[src/rtl/add_subt_pipe_if.sv]
// Operand/result bundle for the carry-pipelined add/subtract unit.
// The master drives the operation; the slave (the adder) returns the result.
interface add_subt_pipe_if #(
    parameter int unsigned W = 26
);
    logic         Stall_i;
    logic         Valid_i;
    logic         Add_Subt_i;
    logic [W-1:0] Op_A_i;
    logic [W-1:0] Op_B_i;
    logic         Valid_o;
    logic [W-1:0] Sum_o;
    logic         C_o;
    logic         Zero_o;
    logic [W-1:0] P_o;

    modport master (
        output Stall_i, Valid_i, Add_Subt_i, Op_A_i, Op_B_i,
        input  Valid_o, Sum_o, C_o, Zero_o, P_o
    );

    modport slave (
        input  Stall_i, Valid_i, Add_Subt_i, Op_A_i, Op_B_i,
        output Valid_o, Sum_o, C_o, Zero_o, P_o
    );
endinterface

[src/rtl/add_subt_pipe.sv]
// Carry-pipelined W-bit unsigned add/subtract (mantissa adder). Segment k of
// the operands is resolved in stage k+1; its carry is registered forward.
module add_subt_pipe #(
    parameter int unsigned W      = 26,
    parameter int unsigned STAGES = 2
) (
    input  logic          clk,
    input  logic          rst,
    add_subt_pipe_if.slave bus
);
    localparam int unsigned SW   = W / STAGES;
    localparam int unsigned LAST = STAGES - 1;

    // Per stage: operands (B already conditionally inverted), partial sum,
    // carry out of the segment resolved in that stage, and valid.
    logic [STAGES-1:0][W-1:0] r_a;
    logic [STAGES-1:0][W-1:0] r_b;
    logic [STAGES-1:0][W-1:0] r_sum;
    logic [STAGES-1:0]        r_c;
    logic [STAGES-1:0]        r_v;
    logic                     r_zero;

    logic [STAGES-1:0][W-1:0] w_a_in;
    logic [STAGES-1:0][W-1:0] w_b_in;
    logic [STAGES-1:0][W-1:0] w_sum_in;
    logic [STAGES-1:0]        w_c_in;
    logic [STAGES-1:0]        w_v_in;
    logic [STAGES-1:0][W-1:0] w_sum_nxt;
    logic [STAGES-1:0]        w_c_nxt;
    logic [STAGES-1:0][SW:0]  w_cc;
    logic                     w_zero;

    always_comb begin
        w_a_in    = '0;
        w_b_in    = '0;
        w_sum_in  = '0;
        w_c_in    = '0;
        w_v_in    = '0;
        w_sum_nxt = '0;
        w_c_nxt   = '0;
        w_cc      = '0;

        // Stage 1 takes the live operands; subtract is A + ~B + 1.
        w_a_in[0] = bus.Op_A_i;
        w_b_in[0] = bus.Op_B_i ^ {W{bus.Add_Subt_i}};
        w_c_in[0] = bus.Add_Subt_i;
        w_v_in[0] = bus.Valid_i;
        for (int unsigned s = 1; s < STAGES; s++) begin
            w_a_in[s]   = r_a[s-1];
            w_b_in[s]   = r_b[s-1];
            w_sum_in[s] = r_sum[s-1];
            w_c_in[s]   = r_c[s-1];
            w_v_in[s]   = r_v[s-1];
        end

        // Ripple segment s; bits already resolved upstream pass through.
        for (int unsigned s = 0; s < STAGES; s++) begin
            w_sum_nxt[s] = w_sum_in[s];
            w_cc[s][0]   = w_c_in[s];
            for (int unsigned i = 0; i < SW; i++) begin
                w_sum_nxt[s][s*SW+i] = w_a_in[s][s*SW+i] ^ w_b_in[s][s*SW+i] ^ w_cc[s][i];
                w_cc[s][i+1] = (w_a_in[s][s*SW+i] & w_b_in[s][s*SW+i])
                             | ((w_a_in[s][s*SW+i] ^ w_b_in[s][s*SW+i]) & w_cc[s][i]);
            end
            w_c_nxt[s] = w_cc[s][SW];
        end
    end

    assign w_zero = (w_sum_nxt[LAST] == '0);

    always_ff @(posedge clk or negedge rst) begin
        if (!rst) begin
            r_a    <= '0;
            r_b    <= '0;
            r_sum  <= '0;
            r_c    <= '0;
            r_v    <= '0;
            r_zero <= 1'b0;
        end else if (!bus.Stall_i) begin
            r_a    <= w_a_in;
            r_b    <= w_b_in;
            r_sum  <= w_sum_nxt;
            r_c    <= w_c_nxt;
            r_v    <= w_v_in;
            r_zero <= w_zero;
        end
    end

    assign bus.Valid_o = r_v[LAST];
    assign bus.Sum_o   = r_sum[LAST];
    assign bus.C_o     = r_c[LAST];
    assign bus.Zero_o  = r_zero;
    assign bus.P_o     = r_a[LAST] ^ r_b[LAST];
endmodule
[src/flat_wrapper.sv]
// flat-port wrapper written by rule: the top's interface ports become plain ports
module add_subt_pipe_flat 
#(
    parameter int unsigned W      = 26,
    parameter int unsigned STAGES = 2
)
  (clk, rst, bus_Stall_i, bus_Valid_i, bus_Add_Subt_i, bus_Op_A_i, bus_Op_B_i, bus_Valid_o, bus_Sum_o, bus_C_o, bus_Zero_o, bus_P_o);
  add_subt_pipe_if #(.W(W)) bus_i ();
  input  logic clk;
  input  logic rst;
  input wire logic [$bits(bus_i.Stall_i)-1:0] bus_Stall_i;
  input wire logic [$bits(bus_i.Valid_i)-1:0] bus_Valid_i;
  input wire logic [$bits(bus_i.Add_Subt_i)-1:0] bus_Add_Subt_i;
  input wire logic [$bits(bus_i.Op_A_i)-1:0] bus_Op_A_i;
  input wire logic [$bits(bus_i.Op_B_i)-1:0] bus_Op_B_i;
  output wire logic [$bits(bus_i.Valid_o)-1:0] bus_Valid_o;
  output wire logic [$bits(bus_i.Sum_o)-1:0] bus_Sum_o;
  output wire logic [$bits(bus_i.C_o)-1:0] bus_C_o;
  output wire logic [$bits(bus_i.Zero_o)-1:0] bus_Zero_o;
  output wire logic [$bits(bus_i.P_o)-1:0] bus_P_o;
  assign bus_i.Stall_i = bus_Stall_i;
  assign bus_i.Valid_i = bus_Valid_i;
  assign bus_i.Add_Subt_i = bus_Add_Subt_i;
  assign bus_i.Op_A_i = bus_Op_A_i;
  assign bus_i.Op_B_i = bus_Op_B_i;
  assign bus_Valid_o = bus_i.Valid_o;
  assign bus_Sum_o = bus_i.Sum_o;
  assign bus_C_o = bus_i.C_o;
  assign bus_Zero_o = bus_i.Zero_o;
  assign bus_P_o = bus_i.P_o;
  add_subt_pipe #(.W(W), .STAGES(STAGES)) u_core (.clk(clk), .rst(rst), .bus(bus_i));
endmodule
[config.mk]
export PLATFORM = sky130hd
export DESIGN_NAME = add_subt_pipe_flat
export DESIGN_NICKNAME = d
export VERILOG_FILES = /design/src/rtl/add_subt_pipe_if.sv /design/src/rtl/add_subt_pipe.sv /design/src/flat_wrapper.sv
export SDC_FILE = /design/constraint.sdc
export NUM_CORES = 1
export LEC_CHECK = 0
export CAP_MARGIN = 20
export CORE_MARGIN = 5
export CORE_UTILIZATION = 35
export DETAILED_ROUTE_END_ITERATION = 16
export PLACE_DENSITY_LB_ADDON = 0.1
export SETUP_SLACK_MARGIN = 0.3
export SLEW_MARGIN = 5
export SYNTH_ARGS = -nofsm -noshare
export SYNTH_HDL_FRONTEND = slang
export SYNTH_SLANG_ARGS = --single-unit
[constraint.sdc]
create_clock -name clk -period 8.6 [get_ports clk]
set_input_delay 1.72 -clock clk [delete_from_list [all_inputs] [get_ports clk]]
set_output_delay 1.72 -clock clk [all_outputs]
set_load 0.01 [all_outputs]
==> impl_metrics.toml <==
[status]
outcome = "finished, final reports clean"

[critical_path]
startpoint_type = "input port"
slowest_delay_ns = 0.55
required_ns = 8.89
path_max_fanout = 3
rr_startpoint = "u_core.r_c[0]"
cp_common_cell = "fa_1"
cp-end-kind = "flop"
crit_arrival_ns = 7.60
cpMaxStageDelayCell = "clkdlybuf4s50_1"
cp_cell_sequence = "clkdlybuf4s50_1 > mux2i_1 > fa_1 > fa_1 > fa_1 > fa_1 > fa_1 > fa_1 > fa_1 > fa_1 > fa_1 > fa_1 > fa_1 > inv_1 > fa_1 > mux2_4"
rr_endpoint = "u_core.bus.Zero_o"
r2r_slack_ns = 1.73
worst-r2r-cell-count = 19
crit_type = "in2reg"

[routing]
wire_per_inst_um = 15.7
first_pass_iters = 4
wl_mm = 13.9
viasPerCell = 4.35
drc_errors = 0
vias = 3856
drtIter0Drc = 184
postRouteAntennaNets = 0

[layout]
nFillCells = 1813
fin_cells = 886
drive_above_1_share = 0.177
antennaDiodeCount = 0
area_growth_pct = 24.5
nNetsFinal = 691
fin_area_um2 = 8610

[die]
rows = 51
start_util = 0.355
die_x_um = 151
core_area_um2 = 19500
die_y_um = 151
ioPinCount = 112
dieArea_um2 = 22700

[synth]
yosysSeqAreaShare = 0.535
synth_area_leaders = "dfrtp_1 54%, mux2_4 9.1%, fa_1 7.2%, mux2_2 5.4%, o21ai_0 4.1%"
ys_warn_count = 0
synth_commonest_cells = "148 x dfrtp_1, 56 x nand2_1, 56 x o21ai_0"
synthesis.area_um2 = 6920
synth_top_area_frac = 0.535
yosysTopAreaCell = "dfrtp_1"
yosysMostFrequentCell = "dfrtp_1"
ys_seq_elements = 148
synthCells = 528
syn_avg_cell_area_um2 = 13.1
async_reset_ff_frac = 1.00
synthFlopType = "dfrtp_1"
synth_nets = 610
yosysUniqueCellTypes = 19
synth_edf_count = 0

[placed_design]
dp_hpwl_mm = 9.57
dp.cells = 855
portBuffers = 111
place_congestion = 0.763
post_dp_cell_area_um2 = 8000

[clock_network]
postCtsSetupBuffers = 0
clk_pin_slew_ns = 0.06
clk_path_buf_depth = 2
cts_hold_buf = 0
numCtsBuffers = 17
root_buffer = "clkbuf_16"
htree_num_levels = 4
cts_tree = "built"
cts_num_sinks = 148
clock_latency_ns = 0.41
cts_resized = 0

[worst_hold_path]
holdPathEnd = "u_core.r_a[11]"
hold_path.class = "reg2reg"
hold_start = "u_core.r_a[11]"
whs_path_depth = 2

[timing]
final_max_slew_viol_count = 0
fin_worst_skew_ns = 0.00498
rsz0062_at_grt = "false"
layout_min_cycle_time_ns = 7.30
tns_ns = 0
max_clock_freq_mhz = 137
slew-limit-headroom = 0.295
setup_violations = 0
holdWs_ns = 0.480
period_share = 0.849
hold_violations = 0
tightest_slew_ns = 1.06

[flow_run]
maxCapViolCount = 0

[global_route]
grt_usage = 0.131
antenna_found_initial = 0
grt_remaining_overflow = 0
grt_pass1_wl_mm = 22.7
grt_pass1_vias = 4226
grt_max_degree = 121

[pwr]
p_leak_uw = 0.00386
power.density_nw_per_um2 = 262
ir_drop_uv = 128
[kinds of logic (layout without fill, tap and decap cells)]
| group | Yosys count | after routing | share of synthesized area |
|---|---|---|---|
| flops | 148 | 148 | 0.535 |
| xor+xnor | 53 | 53 | 0.0671 |
| simple gates | 65 | 65 | 0.0387 |
| fa+ha+maj | 25 | 25 | 0.0724 |
| compound gates | 56 | 56 | 0.0405 |
| buf+inv | 88 | 181 | 0.0749 |
| mux | 93 | 93 | 0.171 |
[routing by layer]
| metal | part of all wire | global-route usage | vias up |
|---|---|---|---|
| met4 | 0.011 | 0.0381 | 0 |
| met3 | 0.057 | 0.0464 | 14 |
| met1 | 0.44 | 0.167 | 1915 |
| li1 | - | - | 1850 |
| met5 | 0 | 0 | - |
| met2 | 0.49 | 0.210 | 77 |
[worst max path at each step]
stage	cells past startpoint	slack, ns	end	startpoint
after floorplan	17	1.39	u_core.r_sum[12]	bus_Add_Subt_i
after global placement	16	0.95	u_core.r_sum[12]	bus_Op_B_i[0]
after detailed placement	16	0.90	u_core.r_sum[12]	bus_Op_B_i[0]
after CTS	16	1.33	u_core.r_sum[12]	bus_Op_B_i[0]
after global routing	16	1.13	u_core.r_sum[12]	bus_Op_B_i[0]
final	16	1.30	u_core.r_sum[12]	bus_Op_B_i[0]
[sequential cells by signal, indices dropped and copies added, names as in the netlist]
name / flops
u_core.bus.Sum_o: 26
u_core.bus.Zero_o: 1
u_core.r_a: 52
u_core.r_b: 52
u_core.r_c: 2
u_core.r_sum: 13
u_core.r_v: 2
[critical path, delay by kind of cell]
| kind | cells | cell delay, ns |
|---|---|---|
| adder cells (fa/ha/maj) | 12 | 4.85 |
| buffers and inverters | 2 | 0.64 |
| multiplexers | 2 | 0.39 |
[power by group]
part / internal (uW) / total, uW / switching, uW
sequential: 828 / 918 / 89.9
combinational: 333 / 559 / 226
clock: 497 / 779 / 282
[layout make-up]
class / instances / area [um2] / share of cell area
clock buffers: 21 / 460 / 0.0535
multi-input cells: 292 / 2700 / 0.313
clock inverters: 10 / 155 / 0.0180
repair buffers: 114 / 1130 / 0.131
inverters: 36 / 135 / 0.0157
well taps: 265 / 332 / 0.0385
flip-flops and latches: 148 / 3700 / 0.430
[layout by cell type (no fill, tap or decap)]
master,count
xor2_1,27
inv_1,36
clkbuf_8,2
buf_4,3
nand4_1,1
dfrtp_1,148
nand2_1,56
clkdlybuf4s50_1,108
buf_2,1
clkbuf_1,2
clkinv_2,4
bufinv_16,4
buf_6,2
nand3_1,1
nor4_1,5
mux2_4,42
o21ai_0,56
fa_1,25
mux2i_1,18
clkinvlp_4,2
nor4bb_1,1
mux2_2,33
xnor2_1,26
clkbuf_16,17
nor3_1,1
[through the flow]
step	setup slack, ns	total power, uW	util
global placement	0.955	1490	0.411
CTS	1.33	2300	0.442
global route	1.13	2380	0.442
floorplan	1.39	1270	-
detailed placement	0.900	1500	0.411
finish	1.30	2260	0.442
No activity file was read; power rests on OpenSTA's default activity.
